$ cat src/rtl/fb_writer_if.sv
// Raster pixel stream into the framebuffer writer: valid/ready with
// start-of-frame and end-of-line markers.
interface fb_writer_if #(
    parameter int p_data_width = 16
) ();
    logic                    valid;
    logic                    ready;
    logic [p_data_width-1:0] data;
    logic                    sof;
    logic                    eol;

    modport master (output valid, data, sof, eol, input ready);
    modport slave  (input valid, data, sof, eol, output ready);
endinterface

$ cat src/rtl/fb_writer.sv
// Double-buffered framebuffer write side: turns a raster pixel stream into
// BRAM writes and swaps banks only after a frame completes cleanly.
module fb_writer #(
    parameter int p_fb_width   = 32,
    parameter int p_fb_height  = 24,
    parameter int p_data_width = 16,
    parameter int p_addr_width = $clog2(2 * p_fb_width * p_fb_height)
) (
    input  logic                    i_clk_pixel,
    input  logic                    i_rst_n,
    fb_writer_if.slave              pix,
    output logic                    o_we,
    output logic [p_addr_width-1:0] o_addr,
    output logic [p_data_width-1:0] o_data,
    output logic                    o_rd_bank,
    output logic                    o_frame_done,
    output logic                    o_err,
    output logic [7:0]              o_err_cnt
);
    localparam int lp_x_w = (p_fb_width  > 1) ? $clog2(p_fb_width)  : 1;
    localparam int lp_y_w = (p_fb_height > 1) ? $clog2(p_fb_height) : 1;
    localparam logic [lp_x_w-1:0] lp_x_last = lp_x_w'(p_fb_width - 1);
    localparam logic [lp_y_w-1:0] lp_y_last = lp_y_w'(p_fb_height - 1);
    localparam logic [p_addr_width-1:0] lp_bank_size = p_addr_width'(p_fb_width * p_fb_height);

    typedef enum logic [1:0] {ST_IDLE, ST_WRITE, ST_COMMIT} state_t;

    state_t                  state_reg,   state_next;
    logic [lp_x_w-1:0]       x_reg,       x_next;
    logic [lp_y_w-1:0]       y_reg,       y_next;
    logic [p_addr_width-1:0] ptr_reg,     ptr_next;
    logic                    wr_bank_reg, wr_bank_next;
    logic                    rd_bank_reg, rd_bank_next;
    logic                    we_reg,      we_next;
    logic [p_addr_width-1:0] addr_reg,    addr_next;
    logic [p_data_width-1:0] data_reg,    data_next;
    logic                    done_reg,    done_next;
    logic                    err_reg,     err_next;
    logic [7:0]              err_cnt_reg, err_cnt_next;

    logic                    accept;
    logic                    restart;
    logic                    bad_eol;
    logic                    at_x_last;
    logic                    at_y_last;
    logic [lp_x_w-1:0]       cur_x;
    logic [lp_y_w-1:0]       cur_y;
    logic [p_addr_width-1:0] bank_base;
    logic [p_addr_width-1:0] cur_addr;

    assign pix.ready = (state_reg != ST_COMMIT);
    assign accept    = pix.valid && pix.ready;

    // A sof beat always lands at pixel (0,0) of the back bank, whatever the
    // current position; the eol check is then made against that position.
    assign bank_base = wr_bank_reg ? lp_bank_size : '0;
    assign cur_x     = pix.sof ? '0 : x_reg;
    assign cur_y     = pix.sof ? '0 : y_reg;
    assign cur_addr  = pix.sof ? bank_base : ptr_reg;
    assign at_x_last = (cur_x == lp_x_last);
    assign at_y_last = (cur_y == lp_y_last);
    assign bad_eol   = (pix.eol != at_x_last);
    assign restart   = (state_reg == ST_WRITE) && pix.sof && ((x_reg != '0) || (y_reg != '0));

    always_comb begin
        state_next   = state_reg;
        x_next       = x_reg;
        y_next       = y_reg;
        ptr_next     = ptr_reg;
        wr_bank_next = wr_bank_reg;
        rd_bank_next = rd_bank_reg;
        we_next      = 1'b0;
        addr_next    = addr_reg;
        data_next    = data_reg;
        done_next    = 1'b0;
        err_next     = 1'b0;
        err_cnt_next = err_cnt_reg;
        case (state_reg)
            ST_IDLE, ST_WRITE: begin
                if (accept && ((state_reg == ST_WRITE) || pix.sof)) begin
                    we_next   = 1'b1;
                    addr_next = cur_addr;
                    data_next = pix.data;
                    ptr_next  = cur_addr + 1'b1;
                    if (bad_eol) begin
                        state_next = ST_IDLE;
                        x_next     = '0;
                        y_next     = '0;
                    end else if (at_x_last) begin
                        x_next = '0;
                        if (at_y_last) begin
                            state_next = ST_COMMIT;
                            y_next     = '0;
                            done_next  = 1'b1;
                        end else begin
                            state_next = ST_WRITE;
                            y_next     = cur_y + 1'b1;
                        end
                    end else begin
                        state_next = ST_WRITE;
                        x_next     = cur_x + 1'b1;
                        y_next     = cur_y;
                    end
                    if (bad_eol || restart) begin
                        err_next = 1'b1;
                        if (err_cnt_reg != 8'hff)
                            err_cnt_next = err_cnt_reg + 8'd1;
                    end
                end
            end
            ST_COMMIT: begin
                rd_bank_next = wr_bank_reg;
                wr_bank_next = ~wr_bank_reg;
                state_next   = ST_IDLE;
            end
            default: state_next = ST_IDLE;
        endcase
    end

    always_ff @(posedge i_clk_pixel or negedge i_rst_n) begin
        if (!i_rst_n) begin
            state_reg   <= ST_IDLE;
            x_reg       <= '0;
            y_reg       <= '0;
            ptr_reg     <= '0;
            wr_bank_reg <= 1'b1;
            rd_bank_reg <= 1'b0;
            we_reg      <= 1'b0;
            addr_reg    <= '0;
            data_reg    <= '0;
            done_reg    <= 1'b0;
            err_reg     <= 1'b0;
            err_cnt_reg <= '0;
        end else begin
            state_reg   <= state_next;
            x_reg       <= x_next;
            y_reg       <= y_next;
            ptr_reg     <= ptr_next;
            wr_bank_reg <= wr_bank_next;
            rd_bank_reg <= rd_bank_next;
            we_reg      <= we_next;
            addr_reg    <= addr_next;
            data_reg    <= data_next;
            done_reg    <= done_next;
            err_reg     <= err_next;
            err_cnt_reg <= err_cnt_next;
        end
    end

    assign o_we         = we_reg;
    assign o_addr       = addr_reg;
    assign o_data       = data_reg;
    assign o_rd_bank    = rd_bank_reg;
    assign o_frame_done = done_reg;
    assign o_err        = err_reg;
    assign o_err_cnt    = err_cnt_reg;
endmodule
$ cat src/flat_wrapper.sv
// flat-port wrapper written by rule: the top's interface ports become plain ports
module fb_writer_flat 
#(
    parameter int p_fb_width   = 32,
    parameter int p_fb_height  = 24,
    parameter int p_data_width = 16,
    parameter int p_addr_width = $clog2(2 * p_fb_width * p_fb_height)
)
  (i_clk_pixel, i_rst_n, o_we, o_addr, o_data, o_rd_bank, o_frame_done, o_err, o_err_cnt, pix_valid, pix_data, pix_sof, pix_eol, pix_ready);
  fb_writer_if #(.p_data_width(p_data_width)) pix_i ();
  input  logic i_clk_pixel;
  input  logic i_rst_n;
  output logic o_we;
  output logic [p_addr_width-1:0] o_addr;
  output logic [p_data_width-1:0] o_data;
  output logic o_rd_bank;
  output logic o_frame_done;
  output logic o_err;
  output logic [7:0] o_err_cnt;
  input wire logic [$bits(pix_i.valid)-1:0] pix_valid;
  input wire logic [$bits(pix_i.data)-1:0] pix_data;
  input wire logic [$bits(pix_i.sof)-1:0] pix_sof;
  input wire logic [$bits(pix_i.eol)-1:0] pix_eol;
  output wire logic [$bits(pix_i.ready)-1:0] pix_ready;
  assign pix_i.valid = pix_valid;
  assign pix_i.data = pix_data;
  assign pix_i.sof = pix_sof;
  assign pix_i.eol = pix_eol;
  assign pix_ready = pix_i.ready;
  fb_writer #(.p_fb_width(p_fb_width), .p_fb_height(p_fb_height), .p_data_width(p_data_width), .p_addr_width(p_addr_width)) u_core (.i_clk_pixel(i_clk_pixel), .i_rst_n(i_rst_n), .pix(pix_i), .o_we(o_we), .o_addr(o_addr), .o_data(o_data), .o_rd_bank(o_rd_bank), .o_frame_done(o_frame_done), .o_err(o_err), .o_err_cnt(o_err_cnt));
endmodule
$ cat config.mk
export PLATFORM = sky130hd
export DESIGN_NAME = fb_writer_flat
export DESIGN_NICKNAME = d
export VERILOG_FILES = /design/src/rtl/fb_writer_if.sv /design/src/rtl/fb_writer.sv /design/src/flat_wrapper.sv
export SDC_FILE = /design/constraint.sdc
export NUM_CORES = 1
export LEC_CHECK = 0
export CORE_UTILIZATION = 55
export DETAILED_ROUTE_END_ITERATION = 12
export PLACE_DENSITY = 0.85
export RECOVER_POWER = 50
export SLEW_MARGIN = 20
export SYNTH_ARGS = -nofsm -noshare
export SYNTH_HDL_FRONTEND = slang
export SYNTH_SLANG_ARGS = --single-unit
$ cat constraint.sdc
create_clock -name i_clk_pixel -period 5.6 [get_ports i_clk_pixel]
set_clock_uncertainty 0.05 [all_clocks]
set_input_delay 0.56 -clock i_clk_pixel [delete_from_list [all_inputs] [get_ports i_clk_pixel]]
set_output_delay 0.56 -clock i_clk_pixel [all_outputs]
set_load 0.01 [all_outputs]
==> run summary <==
Sw Ratio - 27.3%
Postcts setup bufs - 0
Crit-path cells - clkdlybuf4s50_1 > buf_4 > nor2b_1 > ha_1 > and4b_1 > ha_1 > xor2_4 > maj3_4 > and3_2 > and3_1 > xor2_1
Cts hold-fix bufs - 0
Area delta synth->final - 28.2%
Initial DRC count - 136
Distinct cells, synth - 44
Clock power frac - 34.2%
Startpoint types - input pin
Fillcell total - 376
Crit path buf inv count - 2
Chip height - 75.7 um
CP most frequent cell - ha_1
Switching power - 0.325 mW
M3 GR Usage - 5.69%
CTS root buffer - clkbuf_8
CTS max path bufs - 2
Slew margin rel. - -114%
Fmax - 0.306 GHz
Hold Crit Start - u_core.o_data[4]
Worst path top cell family by delay - adder cells
P_int - 0.866 mW
Layout Utilization - 74.1%
Met1 GRT Util - 29.9%
CTS tree - yes
Vias in the first global route - 2350
Type of the worst min-delay path - reg2reg
Setup crit start - pix_sof
Core box area - 5170 um2
Htree depth - 3
Mapped Cells - 310
Initial antenna violation count - 0
Fin. Hold Viols - 0
Failing checks - capacitance limit, slew limit
FP Rows - 26
GRT overflow - 0
DR WL/cell - 13.3 um
Crit-path slowest cell - clkdlybuf4s50_1
Port Buf Inserts - 60
Worst path depth - 11
Syn_area_per_cell - 9.65 um2
DRC viols - 0
Routed Antenna Nets - 0
WP data arrival - 3.43 ns
Unrepaired setup endpoints after global routing - false
Die extent in x - 75.7 um
Commonest non-fill, non-tap cell in the layout - nand2_1
Dominant cell type by area after synthesis - dfrtp_1
YS warnings - 0
First-pass GRT wire length - 10300 um
Final period util - 58.3%
Clk_lat worst skew - 0.33 ns
R2R Path End - u_core.o_err_cnt[7]
Cell Area, Synth - 2990 um2
Crit Path Max Fanout - 35
Post-cts resize count - 0
Final Slew Violations - 64
Via density per instance - 5.35
I/O pin cnt - 61
Critical path capture point type - flip-flop
Setup crit end - u_core.o_err_cnt[2]
Post-synth EDFFs - 0
Seq cells post-synth - 63
Sequential Power Share - 46.6%
CTS buffer count - 9
Final setup viols - 0
R2R Path Start - u_core.x_reg[0]
Total GRT Usage - 24.2%
Post-synthesis sequential area ratio - 52.8%
CTS Sinks - 63
Clock-pin transition on the worst setup and hold timing paths - 0.06 ns
Cells on worst reg2reg path - 9
Synth Net Count - 337
Routability congestion estimate from global placement - 0.825
Ys flop type - dfrtp_1
Fraction of layout cells with a size suffix above 1 - 8.29%
Critical path's largest stage delay - 0.45 ns
First-pass detailed-route iteration total - 4
CP required - 5.76 ns
Max-cap violations - 1
Drt total wl - 5910 um
Setup TNS - 0 ns
Post-layout nets - 396
GR Util met2 - 40.4%
Detailed-route via count - 2374
Initial Utilization - 57.8%
Comb power frac - 19.2%
Largest net degree at the start of global routing - 64
DIE AREA - 5740 um2
Status - complete, but fails checks
Worst Tran Pin Value - 3.21 ns
Pwr dens - 311 nW/um2
Synth async-reset ratio - 100%
FF-to-FF setup slack - 2.90 ns
Synth top area share - 51.9%
Maximum VDD drop - 178 uV
GRT Max-Usage Layer - met2
HPWL Detailed - 3870 um
Minimum clock period - 3.27 ns
Setup CP Type - in2reg
Static Leak - 1.74 nW
Synth top area cells - dfrtp_1, nand2_1, o21ai_0, ha_1, nor2b_1
Most frequent cells in the layout - nand2_1, dfrtp_1, clkdlybuf4s50_1, o21ai_0, dlygate4sd3_1
ANT cells - 0
Max FFs per register - 16
==> synth_stat cells, types with 2 or more instances <==
master / instances
nor3b_1: 2
o41ai_1: 2
xnor2_1: 6
clkbuf_1: 4
nor2b_1: 11
mux2_2: 3
buf_2: 8
a22o_1: 3
nor4b_1: 3
o21ai_0: 20
a21oi_1: 8
nand3_1: 9
and4b_1: 2
nand4_1: 4
o31a_1: 2
o22ai_1: 2
a31oi_1: 4
o31ai_1: 3
or2_2: 2
ha_1: 6
dfrtp_1: 62
nor2_1: 15
nand2b_1: 5
nand4b_1: 2
nor3_1: 6
nand2_1: 87
inv_1: 4
mux2i_1: 2
nor4_1: 2
xor2_1: 7
==> tightest hold or removal path, cell delays in order (launching register included) <==
cell and delay, ns:
dfrtp_1 0.33, nand2_1 0.05, nand2_1 0.05
==> final cells by class <==
cell class,count,area (um2),area share (%)
inverters,4,15.0,0.392
repair buffers,63,614,16.0
clock inverters,3,40.0,1.04
well taps,70,87.6,2.28
clock buffers,13,169,4.40
multi-input cells,228,1330,34.7
flip-flops and latches,63,1580,41.1
==> cells by family (layout without fill, tap and decap cells) <==
logic type | after synthesis | count (layout) | synth area share (%)
and+or+nand+nor | 156 | 156 | 25.4
adders and majority gates | 7 | 7 | 2.97
AOI/OAI and AO/OA | 46 | 46 | 9.25
buffers and inverters | 19 | 83 | 3.10
xor gates and xnor gates | 14 | 14 | 4.73
DFF | 63 | 63 | 52.8
muxes | 5 | 5 | 1.80
==> routing by layer <==
layer	wire length (um)	vias to the layer above	part of all wire (%)
met2	2810	74	48
met4	70	0	1.2
met5	0	-	0
li1	-	1175	-
met1	2700	1116	46
met3	332	9	5.6
==> worst min-delay path by stage <==
stage	slack, ns	depth (start not counted)	endpoint
2_1_floorplan	0.21	0	u_core.o_addr[0]
3_3_place_gp	0.41	2	u_core.o_data[6]
3_5_place_dp	0.41	2	u_core.o_data[4]
4_1_cts	0.36	2	u_core.ptr_reg[3]
5_1_grt	0.46	2	u_core.o_data[0]
6_report	0.42	2	u_core.o_data[4]
==> power groups by stage <==
stage	Clock (mW)	Sequential, mW	Combinational [mW]
6_report	0.408	0.555	0.228
5_1_grt	0.437	0.563	0.255
4_1_cts	0.414	0.556	0.237
3_5_place_dp	0	0.563	0.235
3_3_place_gp	0	0.560	0.228
2_1_floorplan	0	0.572	0.0951
==> through the flow <==
step	instances	power [mW]	cell area (um2)	hold WS, ns	setup slack (ns)
2_1_floorplan	310	0.667	2990	0.214	2.53
3_3_place_gp	428	0.789	3630	0.407	2.08
3_5_place_dp	428	0.798	3630	0.412	2.02
4_1_cts	444	1.21	3840	0.362	2.36
5_1_grt	444	1.26	3830	0.462	1.64
6_report	444	1.19	3830	0.418	2.33
Power figures use the tool's default switching activity.
